$ cat config.mk
export PLATFORM = sky130hd
export DESIGN_NAME = rom_burst_reader_flat
export DESIGN_NICKNAME = d
export VERILOG_FILES = /design/src/rtl/rom_burst_reader_if.sv /design/src/rtl/rom_burst_reader.sv /design/src/flat_wrapper.sv
export SDC_FILE = /design/constraint.sdc
export NUM_CORES = 1
export LEC_CHECK = 0
export ABC_AREA = 1
export CELL_PAD_IN_SITES_DETAIL_PLACEMENT = 1
export CELL_PAD_IN_SITES_GLOBAL_PLACEMENT = 2
export CORE_ASPECT_RATIO = 0.75
export CORE_UTILIZATION = 31
export CTS_CLUSTER_DIAMETER = 60
export DETAILED_ROUTE_END_ITERATION = 10
export GPL_ROUTABILITY_DRIVEN = 0
export GPL_TIMING_DRIVEN = 0
export PLACE_DENSITY_LB_ADDON = 0.05
export SLEW_MARGIN = 20
export SYNTH_ARGS = -nofsm -noshare
export SYNTH_HDL_FRONTEND = slang
export SYNTH_SLANG_ARGS = --single-unit
$ cat constraint.sdc
create_clock -name clk -period 3.6 [get_ports clk]
set_input_delay 0.9 -clock clk [delete_from_list [all_inputs] [get_ports clk]]
set_output_delay 0.9 -clock clk [all_outputs]
set_load 0.1 [all_outputs]
$ cat src/rtl/rom_burst_reader_if.sv
// rom_burst_reader_if: burst request, ROM port and output stream bundle for rom_burst_reader
interface rom_burst_reader_if #(
    parameter int ADDR_W = 4,
    parameter int DATA_W = 16
);
    logic                     start;
    logic [ADDR_W-1:0]        start_addr;
    logic [ADDR_W:0]          len;
    logic                     abort;
    logic [ADDR_W-1:0]        rom_addr;
    logic [DATA_W-1:0]        rom_data;
    logic [DATA_W-1:0]        out_data;
    logic                     out_valid;
    logic                     out_last;
    logic                     out_ready;
    logic                     busy;
    logic                     done;
    logic [DATA_W+ADDR_W-1:0] sum;

    modport master (
        output start, start_addr, len, abort, rom_data, out_ready,
        input  rom_addr, out_data, out_valid, out_last, busy, done, sum
    );

    modport slave (
        input  start, start_addr, len, abort, rom_data, out_ready,
        output rom_addr, out_data, out_valid, out_last, busy, done, sum
    );
endinterface

$ cat src/rtl/rom_burst_reader.sv
// rom_burst_reader: walks ROM addresses for a burst and streams each word out through a one-deep registered slot
module rom_burst_reader #(
    parameter int ADDR_W = 4,
    parameter int DATA_W = 16
) (
    input logic               clk,
    input logic               rst_n,
    rom_burst_reader_if.slave bus
);
    localparam int SUM_W = DATA_W + ADDR_W;

    typedef enum logic [1:0] {IDLE, RUN, DRAIN} state_t;

    state_t          state, state_nxt;
    logic [ADDR_W:0] remaining;
    logic            accept, launch, capture, finish;

    assign accept  = bus.out_valid && bus.out_ready;
    assign launch  = (state == IDLE) && bus.start && !bus.abort;
    assign capture = (state == RUN) && (!bus.out_valid || bus.out_ready);
    assign finish  = (state == DRAIN) && accept && bus.out_last;
    assign bus.busy = (state != IDLE);

    // State register
    always_ff @(posedge clk or negedge rst_n) begin
        if (!rst_n) state <= IDLE;
        else        state <= state_nxt;
    end

    // Next state: abort wins, otherwise IDLE->RUN on a non-empty start, RUN->DRAIN on the final capture
    always_comb begin
        state_nxt = state;
        if (bus.abort) state_nxt = IDLE;
        else begin
            unique case (state)
                IDLE:    state_nxt = (launch && bus.len != '0) ? RUN : IDLE;
                RUN:     state_nxt = (capture && remaining == (ADDR_W+1)'(1)) ? DRAIN : RUN;
                DRAIN:   state_nxt = finish ? IDLE : DRAIN;
                default: state_nxt = IDLE;
            endcase
        end
    end

    // Datapath: address walk, output slot, done pulse and running sum of accepted words
    always_ff @(posedge clk or negedge rst_n) begin
        if (!rst_n) begin
            bus.rom_addr  <= '0;
            bus.out_data  <= '0;
            bus.out_valid <= 1'b0;
            bus.out_last  <= 1'b0;
            bus.done      <= 1'b0;
            bus.sum       <= '0;
            remaining     <= '0;
        end else if (bus.abort) begin
            bus.out_valid <= 1'b0;
            bus.out_last  <= 1'b0;
            bus.done      <= 1'b0;
        end else begin
            bus.done <= finish || (launch && bus.len == '0);
            bus.sum  <= launch ? '0 : accept ? bus.sum + SUM_W'(bus.out_data) : bus.sum;
            if (launch && bus.len != '0) begin
                bus.rom_addr <= bus.start_addr;
                remaining    <= bus.len;
            end
            if (capture) begin
                bus.out_data  <= bus.rom_data;
                bus.out_valid <= 1'b1;
                bus.out_last  <= (remaining == (ADDR_W+1)'(1));
                bus.rom_addr  <= bus.rom_addr + ADDR_W'(1);
                remaining     <= remaining - (ADDR_W+1)'(1);
            end else if (accept) begin
                bus.out_valid <= 1'b0;
                bus.out_last  <= 1'b0;
            end
        end
    end
endmodule

$ cat src/flat_wrapper.sv
// flat-port wrapper written by rule: the top's interface ports become plain ports
module rom_burst_reader_flat 
#(
    parameter int ADDR_W = 4,
    parameter int DATA_W = 16
)
  (clk, rst_n, bus_start, bus_start_addr, bus_len, bus_abort, bus_rom_data, bus_out_ready, bus_rom_addr, bus_out_data, bus_out_valid, bus_out_last, bus_busy, bus_done, bus_sum);
  rom_burst_reader_if #(.ADDR_W(ADDR_W), .DATA_W(DATA_W)) bus_i ();
  input logic clk;
  input logic rst_n;
  input wire logic [$bits(bus_i.start)-1:0] bus_start;
  input wire logic [$bits(bus_i.start_addr)-1:0] bus_start_addr;
  input wire logic [$bits(bus_i.len)-1:0] bus_len;
  input wire logic [$bits(bus_i.abort)-1:0] bus_abort;
  input wire logic [$bits(bus_i.rom_data)-1:0] bus_rom_data;
  input wire logic [$bits(bus_i.out_ready)-1:0] bus_out_ready;
  output wire logic [$bits(bus_i.rom_addr)-1:0] bus_rom_addr;
  output wire logic [$bits(bus_i.out_data)-1:0] bus_out_data;
  output wire logic [$bits(bus_i.out_valid)-1:0] bus_out_valid;
  output wire logic [$bits(bus_i.out_last)-1:0] bus_out_last;
  output wire logic [$bits(bus_i.busy)-1:0] bus_busy;
  output wire logic [$bits(bus_i.done)-1:0] bus_done;
  output wire logic [$bits(bus_i.sum)-1:0] bus_sum;
  assign bus_i.start = bus_start;
  assign bus_i.start_addr = bus_start_addr;
  assign bus_i.len = bus_len;
  assign bus_i.abort = bus_abort;
  assign bus_i.rom_data = bus_rom_data;
  assign bus_i.out_ready = bus_out_ready;
  assign bus_rom_addr = bus_i.rom_addr;
  assign bus_out_data = bus_i.out_data;
  assign bus_out_valid = bus_i.out_valid;
  assign bus_out_last = bus_i.out_last;
  assign bus_busy = bus_i.busy;
  assign bus_done = bus_i.done;
  assign bus_sum = bus_i.sum;
  rom_burst_reader #(.ADDR_W(ADDR_W), .DATA_W(DATA_W)) u_core (.clk(clk), .rst_n(rst_n), .bus(bus_i));
endmodule
# Word level (Yosys, flattened, before mapping)
# Index checks and enable logic that the tools add are counted.
# word_totals
register_bits,50
latchBits,0
ram_bits,0
romBits,0
input_bits,30
output_inout_bits,44
word_cells,55
n_memories,0
# classes
n_addsub,3
n_mul,0
div_mod_pow,0
magnitude_cmp,0
eq_ne,3
n_shift,0
n_mux,17
bitwise_logic,1
n_reduce_logical,23
# op_table
op,n
20-bit two-way mux,2
20-bit by 16-bit adder with 20-bit output,1
5-bit two-way mux,2
1-bit logical AND,9
4-bit two-way mux,2
1-bit two-way mux,7
2-bit two-way mux,3
2-bit case mux with 3 select lines,1
2-bit AND reduction,3
2-bit nonzero test,3
"5-bit by 1-bit equality test with 1-bit output, second input constant",1
5-bit logical NOT,1
5-bit nonzero test,1
"5-bit by 1-bit subtractor with 5-bit output, second input constant",1
"4-bit by 1-bit adder with 4-bit output, second input constant",1
3-bit nonzero test,1
"2-bit by 1-bit equality test with 1-bit output, second input constant",1
"2-bit equality test, second input constant",1
1-bit logical NOT,2
2-bit logical NOT,1
1-bit logical OR,2
1-bit NOT,1

# Logic depth before layout (Yosys ltp)
# logic_depth
word_depth,7
mapped_depth,13
ltp_nobuf,13

# Least setup slack after synthesis
# Ideal clock, no wire load.
# synth_timing
path_type,reg2reg
from,register u_core.bus.sum[0]
to,register u_core.bus.sum[8]
setup_time_ns,0.120
arrival_ns,2.236
t_required_ns,3.480
slack_ns,1.244
stages_incl_launch_ff,10
n_path_buf,0
synth_period_minus_slack_ns,2.356
path_cell_list,dfrtp_1 ha_1 fa_1 nand2_1 nand3_1 nand3_1 nand2_1 or2_2 nand3_1 nand2_1
# synth_between
elab_chain_len,3
# synth_rtl
element,line_no,rtl
"start, declared",rom_burst_reader_if.sv:27,"output rom_addr, out_data, out_valid, out_last, busy, done, sum"
"start signal, assigned",rom_burst_reader.sv:60,bus.sum <= launch ? '0 : accept ? bus.sum + SUM_W'(bus.out_data) : bus.sum;
20-bit by 16-bit adder with 20-bit output,rom_burst_reader.sv:60,
20-bit two-way mux (2 in series),rom_burst_reader.sv:60,
# No other way between the ends. The select of a mux whose other input is x is not followed.
# A chain may end at the register's enable or synchronous reset.

# Worst setup path after layout
# layout_timing
from,register u_core.state[0]
to,output port bus_busy
# layout_between
elab_chain_len,1
# layout_rtl
element,line_no,rtl
"start, declared",rom_burst_reader.sv:14,"state_t state, state_nxt;"
"start signal, assigned",rom_burst_reader.sv:27,else state <= state_nxt;
2-bit nonzero test,rom_burst_reader.sv:22,assign bus.busy = (state != IDLE);
"end, declared",flat_wrapper.sv:21,output wire logic [$bits(bus_i.busy)-1:0] bus_busy;
# No other way between the ends.

==> reports/summary.txt <==
Post-DRT Antenna Nets: 0
post-route design area: 4300 um2
met1 usage: 0.296
Sw Pwr: 2500 uW
CTS H-tree lvls: 2
share of layout cells above drive strength 1: 0.102
GRT Total Usage: 0.188
Placeable Area: 9930 um2
Tightest Pin Transition: 996 ps
Reg power frac: 0.210
Clock Power Share: 0.115
clock root buffer: clkbuf_16
Avg Inst Size Synth: 7.79 um2
final non-filler cell total: 631
pwr dens: 994 nW/um2
r2r startpoint: u_core.bus.sum[0]
Worst-Skew Late Latency: 290 ps
worst-case vdd ir drop: 0.000532 V
routed wire length: 9.47 mm
most common cell after layout, fill and taps aside: nand2_1
clock sinks: 50
diodes inserted: 0
status: complete, no violations
Max clock buf depth: 2
fin crit share: 0.794
Internal Power: 1770 uW
Placement Setup Slack: 831 ps
max-slew violations: 0
Area growth syn-to-layout: 32.1%
GRT busiest layer: met1
CP max FO: 3
RSZ-0062 raised after global routing: false
Fill cells: 1230
CTS tree: done
Data arrival, critical path: 1960 ps
synthesized cell area: 3250 um2
DRC violations left: 0
Setup TNS: 0 ps
combinational power share: 0.675
chip width: 120 um
CTS Hold Buffers Added: 0
Die Area: 10900 um2
headroom to the max-slew limit: 0.334
cells resized by post-CTS repair: 0
CP endpoint kind: output port
final hold vios: 0
drt wl/cell: 15.0 um
endpoints failing setup: 0
first-pass GRT wire length: 16.1 mm
Post-synth EDFFs: 0
DR iter-0 viols: 145
crit path kind: register to output port
Hold Path Class: register to register
Reg clk slew, reported paths: 70 ps
Layout Skew: 5.75 ps
met2 Usage GRT: 0.257
Max-cap violations: 0
sequential share of the synthesized area: 0.384
M3 GR Usage: 0.0391
Nets: 548
Req. time, crit path: 2700 ps
Leak: 0.00207 uW
CP startpoint: u_core.state[0]
vias in the first global route: 3144
Yosys cell types: 39
DP HPWL: 7.59 mm
routed via count: 3073
Final WS setup: 742 ps
Tmin final: 2860 ps
Worst Hold Launch: u_core.bus.sum[9]
synthesized net count: 468
switching part of the total: 0.586
Overflow after GRT: 0
Die Y: 90.7 um
Synth Warn #: 0
PortBufs: 73
CP startpoint kind: register
largest net degree at the start of global routing: 51
fmax: 350 MHz
starting density of the core: 0.328
placed inst area: 4150 um2
I/O pin cnt: 74
Synth Flop Type: dfrtp_1
initial antenna violation count: 0
Post-Place Cells: 623
Num CTS Buffers: 5
Synth Instances: 418
Rows: 31
Via density: 4.87
Setup Fix Bufs, Post-CTS: 0
ys async rst share: 1.00
most frequent cells in the layout: nand2_1, clkdlybuf4s50_1, dfrtp_1
drt pass-1 iters: 4
#FFs+latches synth: 50
==> area by class of cell <==
cell class | instances | area, um2 | area share
Inverter | 44 | 173 | 0.0402
Clock buffer | 6 | 139 | 0.0323
Clock inverter | 2 | 12.5 | 0.00291
Multi-Input combinational cell | 319 | 1800 | 0.419
Sequential cell | 50 | 1250 | 0.291
Tap cell | 132 | 165 | 0.0384
Buffer | 5 | 31.3 | 0.00728
Timing Repair Buffer | 73 | 728 | 0.169
==> synth_stat cells (all sizes together), types with 2 or more instances <==
master / instances / area, um2
nand2: 134 / 521
dfrtp: 50 / 1250
inv: 44 / 173
nor2: 39 / 179
nand3: 30 / 150
a21oi: 27 / 165
o21ai: 23 / 134
ha: 19 / 238
mux2: 16 / 180
or2: 4 / 27.5
a31oi: 3 / 18.8
and2: 3 / 18.8
buf: 3 / 23.8
nand3b: 3 / 22.5
nor3: 3 / 15.0
o211ai: 3 / 22.5
a22o: 2 / 17.5
clkbuf: 2 / 7.51
xnor2: 2 / 17.5
xor2: 2 / 17.5
==> kinds of logic (layout without fill, tap and decap cells) <==
family,Yosys count,count (layout),synth area share
muxes,16,16,0.0554
buffers and inverters,49,130,0.0627
AOI/OAI and AO/OA,61,61,0.116
adders and majority gates,20,20,0.0792
xor gates and xnor gates,4,4,0.0108
DFF,50,50,0.384
and+or+nand+nor,218,218,0.291
==> path summary, 6_finish.rpt <==
check	endpoint	cells after the start	slack (ps)
max	bus_busy	2	740
min	u_core.bus.sum[9]	2	520
max reg2reg	u_core.bus.sum[8]	9	1480
min reg2reg	u_core.bus.sum[9]	2	520
max in group asynchronous	u_core.bus.out_data[14]	1	2510
min in group asynchronous	u_core.bus.out_data[7]	1	640
==> registers in the layout, indices dropped and copies added (netlist names) <==
register,count
u_core.bus.sum,20
u_core.bus.out_data,16
u_core.remaining,5
u_core.bus.rom_addr,4
u_core.state,2
u_core.bus.done,1
u_core.bus.out_last,1
u_core.bus.out_valid,1
==> power by group through the flow <==
stage               clock (uW)  combinational, uW  sequential [uW]
floorplan                    0               1040             2020
global placement             0               2860              896
CTS                        509               2910              899
detailed placement           0               2900              907
global route               533               3130              929
finish                     490               2890              897
==> stage by stage <==
step / util / power (uW) / hold WS, ps
4_1_cts: 0.433 / 4310 / 527
5_1_grt: 0.433 / 4590 / 551
2_1_floorplan: - / 3060 / 506
6_report: 0.433 / 4270 / 516
3_5_place_dp: 0.418 / 3800 / 506
3_3_place_gp: 0.418 / 3750 / 497
==> layer usage <==
layer,vias to the layer above,share of wire
met5,-,0
met4,0,0.0060
met3,4,0.042
met2,64,0.38
met1,1475,0.57
li1,1530,-
==> worst max-delay path, stage by stage, from the launching register on <==
cell	delay, ps
dfrtp_1	360
or2_4	160
clkdlybuf4s50_1	1140
No activity file was read; power rests on OpenSTA's default activity.
